## src/rtl/pipeline_stall_ctrl.sv

```systemverilog
// Stall/flush generator: per-bus IDLE/BUSY/DRAIN trackers feed a prefix-shaped stall vector.
// Optional STALL_PERF_CNT_EN adds stall-cycle and flush counters.
module pipeline_stall_ctrl #(
    parameter int STAGES    = 5,
    parameter int MEM_STAGE = 3
) (
    input  logic              clk,
    input  logic              rst,
    input  logic [STAGES-1:0] stall_req,
    input  logic              if_req,
    input  logic              if_ack,
    input  logic              mem_req,
    input  logic              mem_ack,
    input  logic              flush,
    output logic [STAGES-1:0] stall,
    output logic              flush_out,
    output logic              if_discard,
    output logic              mem_discard
`ifdef STALL_PERF_CNT_EN
    ,
    output logic [31:0]       perf_stall_cycles,
    output logic [15:0]       perf_flush_cnt
`endif
);

    typedef enum logic [1:0] {
        CH_IDLE  = 2'd0,
        CH_BUSY  = 2'd1,
        CH_DRAIN = 2'd2
    } ch_state_e;

    ch_state_e if_state_q, if_state_d;
    ch_state_e mem_state_q, mem_state_d;

    logic              if_wait, mem_wait;
    logic              drain_hold;
    logic [STAGES-1:0] raw;
    logic [STAGES-1:0] prefix;
    logic              acc;

    // An ack in the flush cycle completes the access, so it never enters DRAIN.
    function automatic ch_state_e ch_next(input ch_state_e s, input logic req,
                                          input logic ack, input logic fl);
        ch_state_e n;
        n = s;
        case (s)
            CH_IDLE:  if (req && !ack) n = fl ? CH_DRAIN : CH_BUSY;
            CH_BUSY:  if (ack) n = CH_IDLE; else if (fl) n = CH_DRAIN;
            CH_DRAIN: if (ack) n = CH_IDLE;
            default:  n = CH_IDLE;
        endcase
        return n;
    endfunction

    function automatic logic ch_wait(input ch_state_e s, input logic req, input logic ack);
        return ((s == CH_IDLE) && req && !ack) || ((s == CH_BUSY) && !ack);
    endfunction

    always_ff @(posedge clk) begin
        if (rst) begin
            if_state_q  <= CH_IDLE;
            mem_state_q <= CH_IDLE;
        end else begin
            if_state_q  <= if_state_d;
            mem_state_q <= mem_state_d;
        end
    end

    always_comb begin
        if_state_d  = if_state_q;
        mem_state_d = mem_state_q;
        if_state_d  = ch_next(if_state_q, if_req, if_ack, flush);
        mem_state_d = ch_next(mem_state_q, mem_req, mem_ack, flush);
    end

    always_comb begin
        if_wait     = ch_wait(if_state_q, if_req, if_ack);
        mem_wait    = ch_wait(mem_state_q, mem_req, mem_ack);
        if_discard  = (if_state_q == CH_DRAIN) && if_ack;
        mem_discard = (mem_state_q == CH_DRAIN) && mem_ack;
        flush_out   = flush;
    end

    // A stall in stage j must also freeze every earlier stage.
    always_comb begin
        raw            = stall_req;
        raw[0]         = raw[0] | if_wait;
        raw[MEM_STAGE] = raw[MEM_STAGE] | mem_wait;
        prefix         = '0;
        acc            = 1'b0;
        for (int i = STAGES - 1; i >= 0; i--) begin
            acc       = acc | raw[i];
            prefix[i] = acc;
        end
    end

    always_comb begin
        drain_hold = ((if_state_q == CH_DRAIN) && !if_ack) ||
                     ((mem_state_q == CH_DRAIN) && !mem_ack);
        if (drain_hold) begin
            stall = '1;
        end else if (flush) begin
            stall = '0;
        end else begin
            stall = prefix;
        end
    end

`ifdef STALL_PERF_CNT_EN
    logic [31:0] perf_stall_q;
    logic [15:0] perf_flush_q;

    always_ff @(posedge clk) begin
        if (rst) begin
            perf_stall_q <= 32'd0;
            perf_flush_q <= 16'd0;
        end else begin
            if (stall[0]) perf_stall_q <= perf_stall_q + 32'd1;
            if (flush)    perf_flush_q <= perf_flush_q + 16'd1;
        end
    end

    assign perf_stall_cycles = perf_stall_q;
    assign perf_flush_cnt    = perf_flush_q;
`endif

endmodule

```

## config.mk

```make
export PLATFORM = sky130hd
export DESIGN_NAME = pipeline_stall_ctrl
export DESIGN_NICKNAME = d
export VERILOG_FILES = /design/src/rtl/pipeline_stall_ctrl.sv
export SDC_FILE = /design/constraint.sdc
export NUM_CORES = 1
export LEC_CHECK = 0
export BUFFER_PORTS_ARGS = -buffer_cell sky130_fd_sc_hd__clkbuf_2
export CELL_PAD_IN_SITES_DETAIL_PLACEMENT = 0
export CELL_PAD_IN_SITES_GLOBAL_PLACEMENT = 1
export CORE_AREA = 2 2 39 41
export CTS_CLUSTER_DIAMETER = 40
export DETAILED_ROUTE_END_ITERATION = 12
export DIE_AREA = 0 0 41 43
export GPL_ROUTABILITY_DRIVEN = 0
export PLACE_DENSITY = 0.76
export SYNTH_ARGS = -nofsm -noshare
export SYNTH_HDL_FRONTEND = slang
export SYNTH_SLANG_ARGS = --single-unit
```

## constraint.sdc

```tcl
create_clock -name clk -period 2.2 [get_ports clk]
set_clock_uncertainty 0.15 [all_clocks]
set_input_delay 0.22 -clock clk [delete_from_list [all_inputs] [get_ports clk]]
set_output_delay 0.22 -clock clk [all_outputs]
set_load 0.05 [all_outputs]
```

==> results.cfg <==
[outcome]
status = finished, final reports clean

[floorplanning]
start_util_pct = 21.6
die_x_um = 41
rows = 14
core_area_um2 = 1380
die-area_um2 = 1760
fp.dieH_um = 43
ioPinCount = 20

[route]
final_antenna_net_count = 0
drc = 0
vias_per_cell = 4.40
first_pass_iters = 3
wl_per_cell_um = 8.96
routed_wl_um = 654
drtIter0Drc = 2
num_vias = 321

[power]
p_per_area_nw_per_um2 = 580
max-vdd-ir-drop_mv = 0.209
leakage_nw = 0.203

[layout]
stdcell_area_um2 = 429
layout.core_utilization_pct = 31.0
final.fill_count = 165
register_area_um2 = 80.1
syn2layout_area_growth_pct = 43.5
drive_gt1_share_pct = 50.9
final_cell_mix = clkbuf_2, o21ai_1, nor2_1, dfxtp_1
multi_input_area_um2 = 200
layout_commonest_cell = clkbuf_2
nNetsFinal = 71
diodes = 0

[logic_synthesis]
synth.area.top_cells = dfxtp_1, o21ai_1, mux2_2, o31ai_4, nor3_2
netlist_instances = 36
netlist_area_um2 = 299
synth_top_family_by_area = simple AND/OR/NAND/NOR gates
synth-compound-area-share_pct = 21.3
synth_xor_area_share_pct = 0
yosysTopAreaCellShare_pct = 26.8
avgSynthCellArea_um2 = 8.31
synth_seq_cells = 4
syn_nets = 48
yosys.area_share.simple_pct = 38.1
yosys_warnings = 0
ys_types = 16
yosysTopAreaCell = dfxtp_1
yosysSeqAreaShare_pct = 26.8
synthAdderAreaFrac_pct = 0
synth.mux.area_fraction_pct = 7.53

[timing]
slew_headroom_pct = 81.6
report.final.hold_viol_count = 0
setup_tns_ns = 0
tightest_slew_ns = 0.276
grt_setup_unrepaired = false
max_freq_mhz = 557
setup_viol = 0
fin_crit_sh_pct = 81.6
setup_ws_ns = 0.404
finalMaxSlewViolations = 0
fin_crit_ns = 1.80

[clock_network]
clk_latency_ns = 0.23
clk_path_buf_depth = 2
root_buffer = clkbuf_4
path_clk_slew_ns = 0.04
htree_levels = 1
cts_tree = done
holdBufCountCts = 0
cts.sinks = 4
cts_resized = 0
cts_setup_buffers = 0
cts_buffers = 3

[global_route]
grt_max_degree = 11
overflow = 0
grt_pass1_wl_um = 876
grt_pass1_vias = 255
grt_usage_pct = 7.72
antenna_found_initial = 0

[placement]
port_buffers = 19
dp_hpwl_um = 545
placed_cell_area_um2 = 407
dp_worst_setup_slack_ns = 0.628

[critical_path]
crit_path_start_kind = register
critPathMaxFanout = 5
r2r-start = mem_state_q[1]
cp-end-kind = output pin
crit_type = register to output pin
cp.required_ns = 1.83
reg2reg_slack_ns = 1.10
reg2reg_to = mem_state_q[1]
startpoint = mem_state_q[0]
r2r_cells = 2
critPathArrivalTime_ns = 1.43

[hold_path]
whs_path_depth = 2
hp-class = input pin to register
hp-start = rst
holdPathEnd = if_state_q[1]

[flow_run]
drv_cap = 0
[Yosys cell counts]
cell     instances
o21ai_1          6
dfxtp_1          4
nor2_1           4
inv_1            3
nor3_1           3
and3b_1          2
mux2_2           2
nor3_2           2
nor3b_1          2
or3_1            2
buf_4            1
nor2_2           1
nor4_2           1
o21ai_0          1
o31ai_1          1
o31ai_4          1
[layer usage]
layer	global-route usage (%)	vias up	wire (µm)
met2	11.6	13	291
li1	-	175	-
met5	0	-	0
met1	8.01	133	309
met4	8.00	0	0
met3	1.57	0	54
[worst max-delay path by stage]
stage / slack [ns] / to
floorplan: 0.39 / stall[0]
global placement: 0.66 / stall[0]
detailed placement: 0.63 / stall[0]
CTS: 0.38 / stall[0]
global route: 0.30 / stall[1]
finish: 0.40 / stall[0]
[critical path, cell delays in order (launching register included)]
cell and delay, ns:
dfxtp_1 0.38, nor2_2 0.08, o31ai_4 0.24, nor4_2 0.08, o21ai_1 0.12, clkbuf_2 0.29
[kinds of logic (layout without fill, tap and decap cells)]
group / count (synthesis) / in the layout
AOI/OAI and AO/OA: 9 / 9
buffers and inverters: 4 / 25
DFF: 4 / 4
muxes: 2 / 2
and+or+nand+nor: 17 / 17
[stage by stage]
| stage | std cells | power (mW) | hold WS, ns |
|---|---|---|---|
| after floorplan | 36 | 0.136 | 0.138 |
| after global placement | 70 | 0.162 | 0.296 |
| after detailed placement | 70 | 0.162 | 0.298 |
| after CTS | 73 | 0.256 | 0.0493 |
| after global routing | 73 | 0.264 | 0.0610 |
| final | 73 | 0.249 | 0.0584 |
[area by class of cell]
cell class / count / area share (%)
sequential: 4 / 18.7
tap: 16 / 4.66
timing repair buffer: 19 / 22.2
inverter: 3 / 2.62
clock buffer: 3 / 5.25
multi-input combinational: 28 / 46.6
[sequential cells by signal (all words and copies together), names as in the netlist]
| name | flops |
|---|---|
| if_state_q | 2 |
| mem_state_q | 2 |
[power by group]
group	leakage, nW	total (mW)	internal (mW)	switching (mW)
logic	0.157	0.0819	0.0247	0.0572
clock network	0.0138	0.0885	0.0609	0.0277
registers	0.0326	0.0786	0.0755	0.00316
total	0.203	0.249	0.161	0.0880
(Power assumes the default switching activity.)
